**config.mk**
```make
export PLATFORM = sky130hd
export DESIGN_NAME = rf_writeback_queue
export DESIGN_NICKNAME = d
export VERILOG_FILES = /design/src/rtl/rf_writeback_queue.sv
export SDC_FILE = /design/constraint.sdc
export NUM_CORES = 1
export LEC_CHECK = 0
export ABC_CLOCK_PERIOD_IN_PS = 3700
export BUFFER_PORTS_ARGS = -buffer_cell sky130_fd_sc_hd__buf_4
export CAP_MARGIN = 20
export CORE_MARGIN = 2
export CORE_UTILIZATION = 50
export CTS_CLUSTER_DIAMETER = 60
export DETAILED_ROUTE_END_ITERATION = 10
export PLACE_DENSITY_LB_ADDON = 0.25
export SLEW_MARGIN = 20
export SYNTH_ARGS = -nofsm -noshare
export SYNTH_HDL_FRONTEND = slang
export SYNTH_SLANG_ARGS = --single-unit
```
**constraint.sdc**
```tcl
create_clock -name CLK -period 3.7 [get_ports CLK]
set_clock_uncertainty 0.15 [all_clocks]
set_input_delay 0.74 -clock CLK [delete_from_list [all_inputs] [get_ports CLK]]
set_output_delay 0.74 -clock CLK [all_outputs]
set_load 0.01 [all_outputs]
```
**src/rtl/rf_writeback_queue.sv**
```systemverilog
// Register-file write-port arbiter: in-order pipeline writes take priority over a
// small FIFO of long-latency writes; exports pending-write hazard flags for decode.
module rf_writeback_queue #(
  parameter int DEPTH = 4,
  parameter int CW    = 3
) (
  input  logic          CLK,
  input  logic          nRST,
  input  logic          pipe_wen,
  input  logic [4:0]    pipe_wsel,
  input  logic [31:0]   pipe_wdat,
  input  logic          lu_valid,
  output logic          lu_ready,
  input  logic [4:0]    lu_wsel,
  input  logic [31:0]   lu_wdat,
  output logic          rf_wen,
  output logic [4:0]    rf_wsel,
  output logic [31:0]   rf_wdat,
  input  logic [4:0]    rsel1,
  input  logic [4:0]    rsel2,
  output logic          pend1,
  output logic          pend2,
  output logic          pendw,
  output logic [CW-1:0] count
);

  localparam int AW = (DEPTH > 1) ? $clog2(DEPTH) : 1;

  logic [4:0]    ent_wsel_r [DEPTH];
  logic [31:0]   ent_wdat_r [DEPTH];
  logic [DEPTH-1:0] ent_vld_r;
  logic [AW-1:0] head_r;
  logic [AW-1:0] tail_r;
  logic [CW-1:0] count_r;
  logic          rf_wen_r;
  logic [4:0]    rf_wsel_r;
  logic [31:0]   rf_wdat_r;

  logic          pipe_issue_s;
  logic          push_s;
  logic          pop_s;
  logic          issue_s;
  logic [4:0]    nxt_wsel_s;
  logic [31:0]   nxt_wdat_s;
  logic          hit1_s;
  logic          hit2_s;
  logic          hitw_s;

  assign lu_ready = (count_r < CW'(DEPTH));
  assign count    = count_r;
  assign rf_wen   = rf_wen_r;
  assign rf_wsel  = rf_wsel_r;
  assign rf_wdat  = rf_wdat_r;

  // Write-port selection: a live pipeline write wins; $0 writes never occupy the port or the queue.
  always_comb begin
    pipe_issue_s = pipe_wen && (pipe_wsel != 5'd0);
    push_s       = lu_valid && lu_ready && (lu_wsel != 5'd0);
    pop_s        = !pipe_issue_s && (count_r != CW'(0));
    issue_s      = pipe_issue_s || pop_s;
    nxt_wsel_s   = rf_wsel_r;
    nxt_wdat_s   = rf_wdat_r;
    if (pipe_issue_s) begin
      nxt_wsel_s = pipe_wsel;
      nxt_wdat_s = pipe_wdat;
    end else if (pop_s) begin
      nxt_wsel_s = ent_wsel_r[head_r];
      nxt_wdat_s = ent_wdat_r[head_r];
    end else begin
      nxt_wsel_s = rf_wsel_r;
      nxt_wdat_s = rf_wdat_r;
    end
  end

  // Hazard match of decode selects and the pipeline destination against queued entries.
  always_comb begin
    hit1_s = 1'b0;
    hit2_s = 1'b0;
    hitw_s = 1'b0;
    for (int i = 0; i < DEPTH; i++) begin
      if (ent_vld_r[i]) begin
        hit1_s = hit1_s || (ent_wsel_r[i] == rsel1);
        hit2_s = hit2_s || (ent_wsel_r[i] == rsel2);
        hitw_s = hitw_s || (ent_wsel_r[i] == pipe_wsel);
      end else begin
        hit1_s = hit1_s;
        hit2_s = hit2_s;
        hitw_s = hitw_s;
      end
    end
    pend1 = (rsel1 != 5'd0) && (hit1_s || (rf_wen_r && (rf_wsel_r == rsel1)));
    pend2 = (rsel2 != 5'd0) && (hit2_s || (rf_wen_r && (rf_wsel_r == rsel2)));
    pendw = (pipe_wsel != 5'd0) && hitw_s;
  end

  // Queue control state and registered write port.
  always_ff @(posedge CLK) begin
    if (!nRST) begin
      ent_vld_r <= '0;
      head_r    <= '0;
      tail_r    <= '0;
      count_r   <= '0;
      rf_wen_r  <= 1'b0;
      rf_wsel_r <= 5'd0;
      rf_wdat_r <= 32'd0;
    end else begin
      rf_wen_r  <= issue_s;
      rf_wsel_r <= nxt_wsel_s;
      rf_wdat_r <= nxt_wdat_s;
      // Clear before set: at count==1 with push+pop the tail slot differs from head.
      if (pop_s) begin
        ent_vld_r[head_r] <= 1'b0;
        head_r            <= head_r + AW'(1);
      end
      if (push_s) begin
        ent_vld_r[tail_r] <= 1'b1;
        tail_r            <= tail_r + AW'(1);
      end
      case ({push_s, pop_s})
        2'b10:   count_r <= count_r + CW'(1);
        2'b01:   count_r <= count_r - CW'(1);
        default: count_r <= count_r;
      endcase
    end
  end

  // Entry payload storage; only meaningful where the matching valid bit is set.
  always_ff @(posedge CLK) begin
    if (push_s) begin
      ent_wsel_r[tail_r] <= lu_wsel;
      ent_wdat_r[tail_r] <= lu_wdat;
    end
  end

endmodule

```
# Word-level counts from Yosys, hierarchy flattened

Memory sizes are Yosys's and may differ from the RTL's. A register that Yosys moved wholly into a read port is not among the register bits.
Cells that the tools add are included.

Flip-flop bits (word level): 49
Memory bits (writable): 148
Input bits: 88
Output and inout port bits: 45
Word-level logic and storage cells: 98
Memories: 2

Memories:

| memory     | depth | bits a word | read ports | clocked after Yosys merged registers in | write ports | line | RTL |
|---|---|---|---|---|---|---|---|
| ent_wdat_r | 4     | 32          | 1          | 1                                       | 1           | 30   | `logic [31:0] ent_wdat_r [DEPTH];` |
| ent_wsel_r | 4     | 5           | 5          | 1                                       | 1           | 29   | `logic [4:0] ent_wsel_r [DEPTH];` |

$add $sub $neg: 4
Magnitude comparators: 5
Eq/ne operators: 16
Multiplexer cells: 30
Bitwise gates (word level): 3
Reductions and logical operators: 31

Operator list:

| cell                                                                                 | number |
|---|---|
| 5-bit equality test                                                                  | 14 |
| 32-bit 2-to-1 mux                                                                    | 2 |
| 5-bit nonzero test                                                                   | 4 |
| 1-bit 2-to-1 mux                                                                     | 16 |
| 1-bit logical OR                                                                     | 12 |
| 4-bit 2-to-1 mux                                                                     | 3 |
| 1-bit logical AND                                                                    | 11 |
| 5-bit 2-to-1 mux                                                                     | 2 |
| 2-bit 2-to-1 mux                                                                     | 4 |
| 2-bit by 3-bit less-than comparator with 1-bit output (second input constant)        | 2 |
| 3-bit case mux with 2 select lines                                                   | 1 |
| 2-bit by 1-bit adder with 2-bit output (second input constant)                       | 2 |
| 4-bit AND                                                                            | 1 |
| 1-bit demux with 2-bit select                                                        | 2 |
| 2-bit by 1-bit greater-or-equal comparator with 1-bit output (second input constant) | 2 |
| 4-bit NOT                                                                            | 1 |
| 4-bit OR                                                                             | 1 |
| 2-bit nonzero test                                                                   | 2 |
| 3-bit by 1-bit adder with 3-bit output (second input constant)                       | 1 |
| 3-bit less-than comparator (second input constant)                                   | 1 |
| 3-bit nonzero test                                                                   | 1 |
| 3-bit by 1-bit subtractor with 3-bit output (second input constant)                  | 1 |
| 2-bit by 1-bit equality test with 1-bit output (second input constant)               | 1 |
| 2-bit equality test (second input constant)                                          | 1 |
| 1-bit zero test                                                                      | 1 |

# Longest topological paths before layout

Gate-level depths: netlist of the first run.

Depth after elaboration: 10
Mapped depth: 11

# Worst setup path after synthesis of the first run

OpenSTA, ideal clock, no wires.

Kind: input to register
Start point: in pipe_wsel[0]
End point: reg count_r[2], in the netlist count[2]
Library setup time: 0.070 ns
Data arrival time: 3.066 ns
Path slack: 0.413 ns
Cell stages on the path: 11
Buffers on the path: 2
Path through: clkbuf_1 or4_4 o21ai_4 and2_1 buf_4 ha_1 inv_1 fa_1 xor2_1 or3_1 a21oi_1

Word-level cells in the longest chain between the ends: 6

Ends and longest elaborated chain:

| item                                                                                         | line | RTL |
|---|---|---|
| start: declaration                                                                           | 10   | `input logic [4:0] pipe_wsel,` |
| 5-bit nonzero test (*)                                                                       | 57   | `pipe_issue_s = pipe_wen && (pipe_wsel != 5'd0);` |
| 1-bit logical AND (*)                                                                        | 57   |  |
| 1-bit zero test (*)                                                                          | 59   | `pop_s = !pipe_issue_s && (count_r != CW'(0));` |
| 1-bit logical AND (*)                                                                        | 59   |  |
| 2-bit by 1-bit equality test with 1-bit output / 2-bit equality test (equally long branches) | 119  | `case ({push_s, pop_s})` |
| 3-bit case mux with 2 select lines / 2-bit nonzero test (equally long branches)              | --   |  |
| end signal: assignment                                                                       | 120  | `2'b10: count_r <= count_r + CW'(1);` |
| end signal: assignment                                                                       | 121  | `2'b01: count_r <= count_r - CW'(1);` |
| end signal: assignment                                                                       | 122  | `default: count_r <= count_r;` |
| end: declaration                                                                             | 34   | `logic [CW-1:0] count_r;` |

Mark *: on every way between the ends. The rest lies on a longest branch, timed or not.
A chain may end at the register's enable or synchronous reset.

==> flow_summary.json, run 1 <==
{
  "most-common-layout-cells": "148 x edfxtp_1, 142 x buf_4, 67 x nand2_1",
  "holdCritPathClass": "reg2reg",
  "worstPathMaxFanout": 4,
  "critical-path-max-stage-delay_ps": 540,
  "drcViolationCount": 0,
  "hold_buffers": 0,
  "synth_fp_nets": 686,
  "ys_warn_count": 0,
  "synth-edff-count": 148,
  "synth_cell_types": 36,
  "crit_arrival_ps": 2060,
  "worst_slack_after_detailed_placement_ps": 437,
  "area_growth_pct": 20.8,
  "timing_hold_violations_final": 0,
  "layout_setup_ws_ps": 751,
  "detail_route.wirelength_mm": 19.4,
  "worst_slew_pin_slew_ps": 1080,
  "static-leakage-power_nw": 3.72,
  "crit_family": "simple AND/OR/NAND/NOR gates",
  "r2r_slack_ps": 1400,
  "cts_tree": "built",
  "syn-cell-area_sq_um": 8490,
  "die_height_um": 134,
  "cts.repair_timing.setup_buffer_count": 0,
  "detailedRoute.firstIterationViolations": 307,
  "min_from": "rf_wdat[14]",
  "cts-resized-gates": 0,
  "synth_cells": 588,
  "min_delay_worst_endpoint": "rf_wdat[14]",
  "grt_antenna_before_repair": 0,
  "number_of_buffers_inserted_by_port_buffering": 132,
  "nFillCells": 1278,
  "floorplan.initialDensity": 0.512,
  "async_flop_share": 0,
  "grt_use_total": 0.224,
  "timing.rr.start": "count[2]",
  "antenna_cells": 0,
  "route.vias.total": 5226,
  "grt_setup_unrepaired": "false",
  "grt_max_degree": 71,
  "outcome": "finished clean",
  "synth-main-ff-cell": "edfxtp_1",
  "grt-ovfl-total": 0,
  "first_global_vias": 5502,
  "grt_pass1_wl_mm": 30.1,
  "core_sq_um": 16600,
  "dieWidth_um": 134,
  "detailedRoute.firstPassIterationCount": 4,
  "critical_path.startpoint_type": "flip-flop",
  "cp_data_required_time_ps": 2810,
  "vdd_drop_max_mv": 0.381,
  "setup_tns_ps": 0,
  "synth_seq_area_share": 0.644,
  "nets": 806,
  "hpwlAfterDp_mm": 12.9,
  "layout.cells.most_common": "edfxtp_1",
  "crit_path_cell_trace": "xor2_1 -> nor4_1 -> nand3_1 -> nand3_1 -> o22a_1 -> buf_4",
  "die_area_sq_um": 18000,
  "crit_top_cell": "nand3_1",
  "clk_latency_ps": 430,
  "holdPathStages": 2,
  "power_density_nw_per_um2": 643,
  "route.detailed.wl_per_inst_um": 20.6,
  "worst_reg2reg_path_endpoint": "count[2]",
  "top_level_ports": 133,
  "clockRootBuffer": "clkbuf_16",
  "critical_path_class": "reg2out",
  "routed_via_density": 5.55,
  "final_antenna_net_count": 0,
  "seq_area_sq_um": 5470,
  "timing.reg2reg.worst_path_depth": 9,
  "end_kind": "output port",
  "cts.sinks": 199,
  "postSynthRegisterBits": 199,
  "cts.path.max_buffers": 2,
  "timing.fmax_mhz": 339,
  "min_tclk_post_route_ps": 2950,
  "std_cell_rows": 47,
  "min_period_over_period": 0.797,
  "finalWeightedCongestion": 0.844,
  "maxCapViolCount": 0,
  "number_of_cts_inserted_buffers": 17,
  "multiInputGateArea_sq_um": 2830,
  "worst_slew_margin_rel": 0.278,
  "slowest_stage": "edfxtp_1",
  "clk_pin_slew_worst_paths_ps": 70,
  "cp.buffers_inverters": 1,
  "layout-drive-gt1-share": 0.308,
  "synth_area_per_cell_sq_um": 14.4,
  "depth_of_the_cts_h_tree": 4,
  "finalSetupViolations": 0,
  "timing.final.max_slew_violations": 0
}
## per-stage QoR
| stage | area, sq um | total power (W) | cells | utilization | hold WS [ps] |
|---|---|---|---|---|---|
| floorplan | 8490 | 0.00419 | 588 | - | 346 |
| global placement | 9670 | 0.00484 | 908 | 0.583 | 315 |
| detailed placement | 9670 | 0.00490 | 908 | 0.583 | 322 |
| CTS | 10200 | 0.00666 | 940 | 0.617 | 332 |
| global route | 10300 | 0.00692 | 941 | 0.619 | 331 |
| finish | 10300 | 0.00659 | 941 | 0.619 | 330 |
## cell type report
cell class,instances,share of cell area
clock inverter,12,0.0120
multi-input combinational,337,0.275
clock buffer,20,0.0426
timing repair buffer,143,0.107
sequential,199,0.533
tap,220,0.0268
inverter,10,0.00366
## worst register-to-register path, cell delays in order (launching register included)
cell and delay [ps]:
dfxtp_1 410, inv_1 110, o311a_1 210, inv_1 90
ha_1 190, inv_1 60, fa_1 370, xor2_1 160
or3_1 310, a21oi_1 150
## routing by layer
layer / global-route usage / vias up / wire length, um / share of wire
li1: - / 2431 / - / -
met1: 0.275 / 2617 / 8070 / 0.42
met2: 0.388 / 148 / 10000 / 0.52
met3: 0.0556 / 30 / 941 / 0.048
met4: 0.0766 / 0 / 378 / 0.019
met5: 0 / - / 0 / 0
## logic make-up (layout without fill, tap and decap cells)
| family | count (synthesis) | in the layout | share of synthesized area |
|---|---|---|---|
| AO/OA/AOI/OAI | 56 | 56 | 0.0541 |
| XOR/XNOR | 74 | 74 | 0.0763 |
| AND/OR/NAND/NOR | 154 | 154 | 0.0796 |
| flip-flops | 199 | 199 | 0.644 |
| buffers and inverters | 52 | 185 | 0.0248 |
| multiplexers | 43 | 43 | 0.106 |
| adder cells (fa/ha/maj) | 10 | 10 | 0.0156 |
## power breakdown
group | switching (W) | internal (W)
combinational | 0.000987 | 0.000866
sequential | 0.000233 | 0.00274
clock | 0.000830 | 0.000941
total | 0.00205 | 0.00454
## sequential cells by signal (all words and copies together) (netlist names), named ones only
| name | cells |
|---|---|
| ent_wsel_r | 20 |
| rf_wdat | 32 |
| rf_wen | 1 |
| ent_wdat_r | 128 |
| tail_r | 2 |
| rf_wsel | 5 |
| count | 3 |
| ent_vld_r | 4 |
| head_r | 2 |
## worst max path at each step
stage,startpoint,endpoint,slack [ps],cells past startpoint
final,ent_wsel_r[1][2],pend2,750,6
after global routing,ent_wsel_r[2][2],pendw,630,6
after CTS,ent_wsel_r[1][2],pend2,770,6
after detailed placement,pipe_wsel[0],count[2],440,10
after global placement,pipe_wsel[0],count[2],520,10
after floorplan,pipe_wsel[0],count[2],410,11
## synth_stat cells (all sizes together) (5+ instances only)
cell | count | share of area
a311oi | 32 | 0.033
and2 | 7 | 0.0052
nand2 | 67 | 0.030
nor2 | 43 | 0.019
xor2 | 58 | 0.060
ha | 9 | 0.013
mux4 | 37 | 0.098
nor4 | 14 | 0.010
edfxtp | 148 | 0.52
clkbuf | 31 | 0.014
mux2 | 5 | 0.0066
inv | 9 | 0.0040
xnor2 | 16 | 0.017
nand3 | 15 | 0.0088
buf | 11 | 0.0066
a22oi | 5 | 0.0044
dfxtp | 51 | 0.12
No activity file was read; power rests on OpenSTA's default activity.
==> run 2: changes to the inputs <==
ABC_AREA = 1   (was not set)
ABC_CLOCK_PERIOD_IN_PS = 2800   (was 3700)
clock period = 2.8 ns   (was 3.7 ns; I/O delays follow)
==> run 2 against run 1 <==
- wire length grew 28%
- non-clock buffer count grew 5
- flip-flop and latch count is the same
- final area grew 7.6%
- die area grew 9.3%
- hold slack lost 160 ps
- final cell count grew 49%
- register-to-register slack lost 640 ps
- first-iteration DRC count grew 130%
- combinational power grew 57%
- area after synthesis grew 9.5%
- clock power grew 34%
- critical endpoint unchanged
- largest cell class unchanged
- largest power group unchanged
- highest routed layer unchanged
==> flow_summary.json, run 2 <==
{
  "outcome": "finished clean",
  "final_cell_count_no_fill": 1405,
  "yosysMostFrequentCell": "nand2_1",
  "grt_setup_unrepaired": "false",
  "layout.cells.most_common": "nand2_1",
  "async_flop_share": 0,
  "final_util": 0.610,
  "crit_top_cell": "nor2_1",
  "synth_area_per_cell_sq_um": 8.88,
  "setup_tns_ps": 0,
  "post-layout-total-power_w": 0.00916,
  "min_period_over_period": 0.921,
  "largest_cells_by_area_after_synthesis": "edfxtp_1 48%, nand2_1 11%, dfxtp_1 11%",
  "synth_cells": 1047,
  "area_growth_pct": 18.7,
  "timing.fmax_mhz": 388,
  "static-leakage-power_nw": 4.87,
  "crit_family": "flip-flops",
  "antenna_cells": 0,
  "cts-resized-gates": 0,
  "detailedRoute.firstPassIterationCount": 5,
  "timing.critical_path.depth": 8,
  "min_tclk_post_route_ps": 2580,
  "cts.path.max_buffers": 2,
  "finalWeightedCongestion": 1.06,
  "postSynthRegisterBits": 199,
  "final_antenna_net_count": 0,
  "number_of_buffers_inserted_by_port_buffering": 132,
  "detailedRoute.firstIterationViolations": 721,
  "crit_arrival_ps": 1870,
  "cp.buffers_inverters": 2,
  "holdCritPathClass": "in2reg",
  "holdPathStages": 1,
  "detail_route.wirelength_mm": 24.8,
  "depth_of_the_cts_h_tree": 4,
  "synth_cell_types": 28,
  "grt_antenna_before_repair": 0,
  "vdd_drop_max_mv": 0.475,
  "nets": 1262,
  "worstPathMaxFanout": 4,
  "finalSetupViolations": 0,
  "cp_data_required_time_ps": 2090,
  "hold_slack_ps": 168,
  "std_cell_rows": 49,
  "critical_path_class": "reg2out",
  "synth-edff-count": 148,
  "critical_path.startpoint_type": "flip-flop",
  "synth_top_area_frac": 0.478,
  "crit_path_cell_trace": "inv_1 -> o21ai_0 -> nor2_1 -> nand3_1 -> nand2_1 -> nor2_1 -> nor2_1 -> buf_4",
  "cts.repair_timing.setup_buffer_count": 0,
  "grt_use_total": 0.257,
  "hold_buffers": 0,
  "end_kind": "output port",
  "number_of_cts_inserted_buffers": 17,
  "cts_tree": "built",
  "power_density_nw_per_um2": 830,
  "maxCapViolCount": 0,
  "synth.top_cells.by_count": "278 x nand2_1, 165 x nor2_1, 148 x edfxtp_1, 104 x nand3_1, 77 x inv_1",
  "timing.reg2reg.worst_path_depth": 9,
  "top_level_ports": 133,
  "clk_latency_ps": 440,
  "synth-main-ff-cell": "edfxtp_1",
  "route.vias.total": 7575,
  "largest_register_ffs": 128,
  "core_sq_um": 18100,
  "synth_seq_area_share": 0.588,
  "grt-ovfl-total": 0,
  "worst_slew_pin_slew_ps": 777,
  "grt_pass1_wl_mm": 38.8,
  "synth_fp_nets": 1145,
  "syn-cell-area_sq_um": 9300,
  "most-common-layout-cells": "278 x nand2_1, 165 x nor2_1, 148 x edfxtp_1",
  "placed_cells": 1374,
  "route.detailed.wl_per_inst_um": 17.7,
  "clk_pin_slew_worst_paths_ps": 80,
  "floorplan.initialDensity": 0.514,
  "die_height_um": 140,
  "routed_via_density": 5.39,
  "ys_warn_count": 0,
  "drcViolationCount": 0,
  "clockRootBuffer": "clkbuf_16",
  "first_global_vias": 7171,
  "regMostFlops": "ent_wdat_r",
  "critical-path-max-stage-delay_ps": 490,
  "timing_hold_violations_final": 0,
  "dieWidth_um": 140,
  "slowest_stage": "edfxtp_1",
  "grt_max_degree": 67,
  "post-synth-top-area-cell": "edfxtp_1",
  "worst_slew_margin_rel": 0.481,
  "nFillCells": 1539,
  "layout-drive-gt1-share": 0.167,
  "hpwlAfterDp_mm": 16.4,
  "die_area_sq_um": 19700,
  "cts.sinks": 199,
  "timing.final.max_slew_violations": 0
}
run 2: cell count changes after synthesis, moves of 26 or more:
cell      previous run  this run
nor2_1              43       165
nand3_1             15       104
nand2_1             67       278
a311oi_1            32         0
o21ai_0              1        70
inv_1                9        77
xor2_1              58         8
o21ai_1              0        26
mux4_2              37         0
run 2: worst paths after layout:
check	to	slack, ps	startpoint
max reg2reg	count[2]	760	count[2]
min reg2reg	rf_wdat[30]	320	rf_wdat[30]
min	ent_wdat_r[2][24]	170	lu_wdat[24]
max	pend2	220	ent_wsel_r[3][4]
run 2: logic make-up after synthesis:
kind of cell,Yosys count,share of synthesized area
AND/OR/NAND/NOR,562,0.250
flip-flops,199,0.588
AO/OA/AOI/OAI,134,0.0764
buffers and inverters,134,0.0646
adder cells (fa/ha/maj),10,0.0143
XOR/XNOR,8,0.00753
run 2: layout make-up:
class,instances,area (sq um),share of cell area
well taps,229,287,0.0260
clock inverters,13,141,0.0128
repair buffers,148,1160,0.105
multi-input cells,714,3230,0.293
flip-flops and latches,199,5470,0.495
inverters,84,318,0.0288
clock buffers,18,429,0.0389
run 2: metal layers:
metal  global-route usage  vias to the layer above  part of all wire
met2                0.424                      297              0.48
met5                    0                        -                 0
met3               0.0465                       57             0.070
met1                0.341                     3532              0.42
met4               0.0946                        0             0.029
li1                     -                     3689                 -
run 2: worst reg2reg max path, stage by stage, from the launching register on:
cell	delay, ps
dfxtp_1	400
inv_1	120
nand3_1	180
ha_1	170
inv_1	60
fa_1	380
a21oi_1	140
o21ai_0	120
o21ai_0	150
a21oi_1	50
run 2: through the flow:
step / setup slack [ps] / cell area [sq um]
detailed placement: 228 / 10500
CTS: 249 / 11000
global placement: 234 / 10500
global route: 103 / 11000
finish: 221 / 11000
floorplan: 307 / 9300
run 2: power breakdown:
group,internal [W],switching [W]
clock network,0.00125,0.00112
logic,0.00102,0.00188
registers,0.00361,0.000277
total,0.00588,0.00328
